==> config.mk <==
export PLATFORM = sky130hd
export DESIGN_NAME = axis_write_mc
export DESIGN_NICKNAME = d
export VERILOG_FILES = /design/src/rtl/axis_pkg.sv /design/src/rtl/axis_rr_arbiter.sv /design/src/rtl/axis_write_mc.sv
export SDC_FILE = /design/constraint.sdc
export NUM_CORES = 1
export LEC_CHECK = 0
export CAP_MARGIN = 40
export CORE_MARGIN = 2
export CORE_UTILIZATION = 52
export DETAILED_ROUTE_END_ITERATION = 8
export GPL_TIMING_DRIVEN = 0
export PLACE_DENSITY = 0.86
export SLEW_MARGIN = 5
export SYNTH_ARGS = -nofsm -noshare
export SYNTH_HDL_FRONTEND = slang
export SYNTH_SLANG_ARGS = --single-unit
==> constraint.sdc <==
create_clock -name clk -period 8.14 [get_ports clk]
set_input_delay 1.221 -clock clk [delete_from_list [all_inputs] [get_ports clk]]
set_output_delay 1.221 -clock clk [all_outputs]
set_load 0.01 [all_outputs]
==> src/rtl/axis_pkg.sv <==
// Shared types and constants for the multi-channel AXI write path.
package axis_pkg;

  typedef enum logic [1:0] {
    ST_IDLE = 2'd0,
    ST_ADDR = 2'd1,
    ST_DATA = 2'd2
  } state_t;

  localparam logic REG_BASE  = 1'b0;
  localparam logic REG_COUNT = 1'b1;

  localparam int PAGE_BYTES = 4096;
  localparam int PAGE_BITS  = 12;

  function automatic int beat_bytes(input int data_width);
    return data_width / 8;
  endfunction

  function automatic int beat_shift(input int data_width);
    return $clog2(data_width / 8);
  endfunction

endpackage

==> src/rtl/axis_rr_arbiter.sv <==
// Round-robin pick: first requester at or after ptr, wrapping; combinational.
module axis_rr_arbiter
  import axis_pkg::*;
#(
  parameter int N  = 4,
  parameter int IW = 2
) (
  input  logic [N-1:0]  req,
  input  logic [IW-1:0] ptr,
  output logic [N-1:0]  gnt_oh,
  output logic [IW-1:0] gnt_idx
);

  logic found;
  int   k;

  always_comb begin
    gnt_oh  = '0;
    gnt_idx = '0;
    found   = 1'b0;
    k       = 0;
    for (int i = 0; i < N; i++) begin
      k = int'(ptr) + i;
      if (k >= N) k = k - N;
      if (!found && req[k]) begin
        found     = 1'b1;
        gnt_oh[k] = 1'b1;
        gnt_idx   = IW'(k);
      end
    end
  end

endmodule

==> src/rtl/axis_write_mc.sv <==
// Multiplexes CHANNELS programmed stream inputs onto one AXI write port, one burst per grant.
// Grant->awvalid 1 cycle; upstream stalls drop wvalid while the grant is held until wlast.
module axis_write_mc
  import axis_pkg::*;
#(
  parameter int CHANNELS       = 4,
  parameter int CFG_AWIDTH     = 5,
  parameter int CFG_DWIDTH     = 32,
  parameter int AXI_ID_WIDTH   = 8,
  parameter int AXI_LEN_WIDTH  = 8,
  parameter int AXI_ADDR_WIDTH = 32,
  parameter int AXI_DATA_WIDTH = 64,
  parameter int MAX_BURST      = 16
) (
  input  logic                               clk,
  input  logic                               rst_n,
  input  logic [CFG_AWIDTH-1:0]              cfg_addr,
  input  logic [CFG_DWIDTH-1:0]              cfg_data,
  input  logic                               cfg_valid,
  input  logic [CHANNELS-1:0]                s_valid,
  input  logic [CHANNELS*AXI_DATA_WIDTH-1:0] s_data,
  output logic [CHANNELS-1:0]                s_ready,
  output logic [CHANNELS-1:0]                busy,
  output logic [CHANNELS-1:0]                done,
  output logic [AXI_ID_WIDTH-1:0]            axi_awid,
  output logic [AXI_ADDR_WIDTH-1:0]          axi_awaddr,
  output logic [AXI_LEN_WIDTH-1:0]           axi_awlen,
  output logic                               axi_awvalid,
  input  logic                               axi_awready,
  output logic [AXI_ID_WIDTH-1:0]            axi_wid,
  output logic [AXI_DATA_WIDTH-1:0]          axi_wdata,
  output logic [AXI_DATA_WIDTH/8-1:0]        axi_wstrb,
  output logic                               axi_wlast,
  output logic                               axi_wvalid,
  input  logic                               axi_wready,
  output logic                               axi_bready
);

  localparam int IDXW  = (CHANNELS > 1) ? $clog2(CHANNELS) : 1;
  localparam int SELW  = CFG_AWIDTH - 1;
  localparam int BYTES = beat_bytes(AXI_DATA_WIDTH);
  localparam int SHIFT = beat_shift(AXI_DATA_WIDTH);
  localparam logic [AXI_ADDR_WIDTH-1:0] LOW_MASK = AXI_ADDR_WIDTH'(BYTES - 1);
  localparam logic [PAGE_BITS:0]        PAGE_SZ  = PAGE_BYTES[PAGE_BITS:0];

  state_t                    state, state_nx;
  logic [AXI_ADDR_WIDTH-1:0] ch_addr [CHANNELS];
  logic [CFG_DWIDTH-1:0]     ch_rem  [CHANNELS];
  logic [CHANNELS-1:0]       ch_busy;
  logic [IDXW-1:0]           rr_ptr, gnt_idx, arb_idx;
  logic [CHANNELS-1:0]       arb_oh;
  logic                      arb_vld;
  logic [AXI_LEN_WIDTH-1:0]  beat_cnt;
  logic                      beat_acc;
  logic [SELW-1:0]           cfg_sel;
  logic [AXI_DATA_WIDTH-1:0] s_dat [CHANNELS];

  logic [AXI_ADDR_WIDTH-1:0] cand_addr;
  logic [CFG_DWIDTH-1:0]     cand_rem;
  logic [PAGE_BITS:0]        page_left;
  logic [31:0]               burst_beats;

  for (genvar c = 0; c < CHANNELS; c++) begin : g_unpack
    assign s_dat[c] = s_data[c*AXI_DATA_WIDTH +: AXI_DATA_WIDTH];
  end

  assign cfg_sel    = cfg_addr[CFG_AWIDTH-1:1];
  assign busy       = ch_busy;
  assign axi_awid   = AXI_ID_WIDTH'(gnt_idx);
  assign axi_wid    = AXI_ID_WIDTH'(gnt_idx);
  assign axi_wstrb  = '1;
  assign axi_bready = 1'b1;

  axis_rr_arbiter #(
    .N  (CHANNELS),
    .IW (IDXW)
  ) u_arb (
    .req     (ch_busy & s_valid),
    .ptr     (rr_ptr),
    .gnt_oh  (arb_oh),
    .gnt_idx (arb_idx)
  );

  assign arb_vld = |arb_oh;

  // Burst never runs past the channel's remaining beats, MAX_BURST, or the next 4 KiB page.
  always_comb begin
    cand_addr   = ch_addr[arb_idx];
    cand_rem    = ch_rem[arb_idx];
    page_left   = PAGE_SZ - {1'b0, cand_addr[PAGE_BITS-1:0]};
    burst_beats = 32'(MAX_BURST);
    if (32'(page_left >> SHIFT) < burst_beats) burst_beats = 32'(page_left >> SHIFT);
    if (32'(cand_rem) < burst_beats) burst_beats = 32'(cand_rem);
  end

  always_ff @(posedge clk or negedge rst_n) begin
    if (!rst_n) state <= ST_IDLE;
    else        state <= state_nx;
  end

  always_comb begin
    state_nx    = state;
    axi_awvalid = 1'b0;
    axi_wvalid  = 1'b0;
    axi_wdata   = '0;
    axi_wlast   = 1'b0;
    s_ready     = '0;
    beat_acc    = 1'b0;
    case (state)
      ST_IDLE: begin
        if (arb_vld) state_nx = ST_ADDR;
      end
      ST_ADDR: begin
        axi_awvalid = 1'b1;
        if (axi_awready) state_nx = ST_DATA;
      end
      ST_DATA: begin
        axi_wvalid       = s_valid[gnt_idx];
        axi_wdata        = s_dat[gnt_idx];
        axi_wlast        = (beat_cnt == axi_awlen);
        s_ready[gnt_idx] = axi_wready;
        beat_acc         = s_valid[gnt_idx] & axi_wready;
        if (beat_acc && axi_wlast) state_nx = ST_IDLE;
      end
      default: state_nx = ST_IDLE;
    endcase
  end

  always_ff @(posedge clk or negedge rst_n) begin
    if (!rst_n) begin
      for (int c = 0; c < CHANNELS; c++) begin
        ch_addr[c] <= '0;
        ch_rem[c]  <= '0;
      end
      ch_busy    <= '0;
      done       <= '0;
      rr_ptr     <= '0;
      gnt_idx    <= '0;
      axi_awaddr <= '0;
      axi_awlen  <= '0;
      beat_cnt   <= '0;
    end else begin
      done <= '0;
      if (state == ST_IDLE && arb_vld) begin
        gnt_idx    <= arb_idx;
        axi_awaddr <= cand_addr;
        axi_awlen  <= AXI_LEN_WIDTH'(burst_beats - 32'd1);
      end
      if (state == ST_ADDR && axi_awready) beat_cnt <= '0;
      if (beat_acc) begin
        beat_cnt <= beat_cnt + 1'b1;
        if (axi_wlast) begin
          if (gnt_idx == IDXW'(CHANNELS - 1)) rr_ptr <= '0;
          else                                rr_ptr <= gnt_idx + 1'b1;
        end
      end
      for (int c = 0; c < CHANNELS; c++) begin
        if (beat_acc && int'(gnt_idx) == c) begin
          ch_rem[c]  <= ch_rem[c] - 1'b1;
          ch_addr[c] <= ch_addr[c] + AXI_ADDR_WIDTH'(BYTES);
          if (ch_rem[c] == CFG_DWIDTH'(1)) begin
            ch_busy[c] <= 1'b0;
            done[c]    <= 1'b1;
          end
        end
        // A busy channel (including one finishing this cycle) ignores cfg writes.
        if (cfg_valid && int'(cfg_sel) == c && !ch_busy[c]) begin
          if (cfg_addr[0] == REG_BASE) begin
            ch_addr[c] <= AXI_ADDR_WIDTH'(cfg_data) & ~LOW_MASK;
          end else if (cfg_addr[0] == REG_COUNT && cfg_data != '0) begin
            ch_rem[c]  <= cfg_data;
            ch_busy[c] <= 1'b1;
          end
        end
      end
    end
  end

endmodule

==> impl_metrics.csv <==
group,metric,value,unit
power_and_ir_drop,pwr-share-comb,48.3,%
min_path,worstHoldPathType,"flop to flop",
setup_path,critPathRequiredTime,8.57,ns
clock_network,cts_max_level,2,
detailed_routing,vias,20707,
global_route,grt_pass1_vias,19362,
finish,fin_nets,3105,
placed_design,gp_congestion,1.03,
setup_path,crit_start,"s_valid[3]",
finish,n_fill_cell,3039,
placed_design,dp_slack,-0.427,ns
logic_synthesis,synth_top_area_share,37.7,%
detailed_routing,drtIter0Drc,2999,
timing,maxSlewViolCount,0,
logic_synthesis,synth_most_common_cell,"nand2_1",
timing,fmax,131,MHz
floorplanning,rows,72,
clock_network,clock_sinks,303,
detailed_routing,wirelength,90400,um
power_and_ir_drop,ir_drop,178,uV
detailed_routing,firstDrtPassIters,6,
timing,relSlewSlack,39.1,%
clock_network,clkLatencyLatePin,0.54,ns
floorplanning,die_y,201,um
clock_network,root_buffer,"clkbuf_16",
logic_synthesis,syn_inst,2305,
finish,syn_to_final_growth,29.7,%
logic_synthesis,ys_types,66,
logic_synthesis,synth-edff-count,0,
logic_synthesis,ys_seq_elements,303,
setup_path,crit_path_end_kind,"flop",
global_route,gr-total-overflow,0,
placed_design,portBuffers,391,
floorplanning,core_area,38400,um^2
global_route,grt_pass1_wl,130000,um
setup_path,setup.worst_path.end,"axi_awlen[4]",
timing,finalHoldViolCount,0,
setup_path,r2r.worst_path.cells,28,
timing,timing.setup.tns,0,ns
setup_path,r2r_setup_slack,0.58,ns
power_and_ir_drop,cellPowerDensity,284,nW/um^2
setup_path,rr_endpoint,"axi_awlen[4]",
placed_design,place_inst,3250,
setup_path,critPathArrivalTime,8.08,ns
setup_path,critPathKind,"input pin to flop",
flow_run,maxCapViolations,0,
logic_synthesis,async_flop_share,100,%
power_and_ir_drop,p_int,4.36,mW
clock_network,path_clk_slew,0.06,ns
clock_network,cts_tree,"done",
placed_design,place_hpwl,73100,um
clock_network,postCtsHoldBufs,0,
logic_synthesis,synth_area_per_cell,8.72,um^2
detailed_routing,antenna_left,0,
power_and_ir_drop,power.switching,3.05,mW
floorplanning,io_pins,446,
timing,fin_crit_sh,93.9,%
finish,drive_above_1_share,7.59,%
logic_synthesis,yosys-top-cells-count,"373 x nand2_1, 303 x dfrtp_1, 248 x nor2_1, 157 x o21ai_0, 139 x xnor2_1",
timing,finClkSkew,0.0156,ns
detailed_routing,wl_per_cell,27.2,um
timing,min_period,7.65,ns
timing,rsz0062_at_grt,"no",
finish,final_cells,3321,
global_route,antenna_found_initial,28,
power_and_ir_drop,seqPwrFrac,30.1,%
power_and_ir_drop,clkPwrFrac,21.5,%
power_and_ir_drop,swShare,41.2,%
detailed_routing,via_per_inst,6.24,
run_status,status,"finished clean",
clock_network,clock_path_buffers,3,
global_route,grt_usage,44.0,%
logic_synthesis,synthTopCellsByArea,"dfrtp_1 38%, mux4_2 7.3%, nand2_1 7.0%",
power_and_ir_drop,p_leak,10.8,nW
logic_synthesis,yosysTopAreaCell,"dfrtp_1",
setup_path,startpoint_type,"input pin",
placed_design,place_area,24900,um^2
detailed_routing,drc_errors,0,
logic_synthesis,synth_warnings,0,
setup_path,crit_path_max_fanout,19,
floorplanning,initial_core_util,52.4,%
floorplanning,fp.dieW,201,um
global_route,grt_max_degree,111,
clock_network,numCtsBuffers,34,
timing,setup_viol,0,
timing,worst_slack,0.494,ns
logic_synthesis,yosysSeqAreaShare,37.7,%
setup_path,r2r-start,"rr_ptr[1]",
finish,fin_area,26100,um^2
logic_synthesis,netlist_area,20100,um^2
floorplanning,dieArea,40300,um^2
power_and_ir_drop,finalPower,7.40,mW
logic_synthesis,synthFlopType,"dfrtp_1",
timing,max_slew.worst_pin.slew,0.914,ns
min_path,holdPathStages,1,
-- how the worst min path moves through the flow --
stage | from | end | slack, ns
floorplan | beat_cnt[7] | beat_cnt[7] | 0.48
global placement | axi_awaddr[23] | axi_awaddr[23] | 0.46
detailed placement | axi_awaddr[19] | axi_awaddr[19] | 0.47
CTS | axi_awaddr[20] | axi_awaddr[20] | 0.48
global route | axi_awaddr[29] | axi_awaddr[29] | 0.49
finish | axi_awaddr[20] | axi_awaddr[20] | 0.47
-- flip-flops by register name (all words and copies together) (netlist names) --
name        count
busy            4
beat_cnt        8
state           2
ch_addr       116
gnt_idx         2
axi_awaddr     29
done            4
rr_ptr          2
ch_rem        128
axi_awlen       8
-- what timing repair did --
action                                 4_1_cts  5_1_grt
endpoints found under the hold margin        0        0
setup endpoints to repair                    0        4
buffers inserted                             0        0
resized for setup                            0       11
-- cell families after synthesis --
group	Yosys count	synth area share, %
and+or+nand+nor	1015	23.8
muxes	121	10.2
adders and majority gates	37	2.30
other	2	0.0373
AOI/OAI and AO/OA	375	10.7
DFF	303	37.7
buffers and inverters	202	4.42
xor gates and xnor gates	250	10.9
-- layout make-up --
cell class / count / area, um^2 / area share [%]
antenna: 11 / 27.5 / 0.106
multi-input combinational: 1827 / 11800 / 45.1
buffer: 171 / 779 / 2.99
sequential: 303 / 7580 / 29.1
clock inverter: 9 / 120 / 0.461
tap: 518 / 648 / 2.49
clock buffer: 53 / 1010 / 3.89
inverter: 29 / 109 / 0.417
timing repair buffer: 400 / 4050 / 15.5
-- worst max-delay path, cell delays in order --
cell and delay, ns:
clkdlybuf4s50_1 0.70, nand2_1 0.25, a311oi_1 0.78, nand2_1 0.26, clkbuf_4 0.36, o21ai_1 0.39, ha_1 0.22, o31ai_1 0.08
or4b_1 0.60, a21oi_4 0.28, ha_1 0.23, o21a_1 0.13, o21a_1 0.09, o21ai_0 0.06, a21oi_1 0.23, o2111ai_1 0.13
or3_1 0.46, o21ai_4 0.31, mux2i_1 0.29, ha_1 0.23, inv_1 0.09, nor3_1 0.23, xor2_1 0.17, nor2_1 0.05
o31ai_1 0.19
-- layer usage --
metal / vias up / global-route usage [%] / wire length, um
met4: 8 / 22.4 / 5240
li1: 8862 / - / -
met1: 10084 / 58.5 / 34300
met5: - / 0 / 47
met2: 1480 / 64.5 / 38800
met3: 273 / 14.3 / 12000
-- through the flow --
| stage | hold WS [ns] | utilization [%] |
|---|---|---|
| floorplan | 0.476 | - |
| global placement | 0.459 | 64.6 |
| detailed placement | 0.467 | 64.9 |
| CTS | 0.480 | 67.8 |
| global route | 0.490 | 67.9 |
| finish | 0.474 | 68.0 |
-- layout by cell type (no fill, tap or decap), types with 20 or more instances in the layout --
master,count
a21o_1,20
mux4_2,65
xor2_1,111
xnor2_1,139
a21oi_1,134
inv_1,29
nor2_1,248
and2_1,71
nand3_1,56
buf_4,30
nand2_1,373
clkdlybuf4s50_1,390
and3_1,60
clkbuf_1,103
nor4_1,51
clkbuf_16,35
ha_1,37
a311oi_1,20
mux2i_1,40
conb_1,29
nor3_1,51
o21ai_0,156
dfrtp_1,303
buf_1,35
nand4_1,23
-- power groups by stage --
stage / registers [mW] / logic (mW) / clock network [mW]
after floorplan: 2.17 / 2.07 / 0
after global placement: 2.21 / 3.35 / 0
after detailed placement: 2.23 / 3.46 / 0
after CTS: 2.21 / 3.48 / 1.58
after global routing: 2.27 / 3.79 / 1.65
final: 2.23 / 3.58 / 1.59
Power figures use the tool's default switching activity.
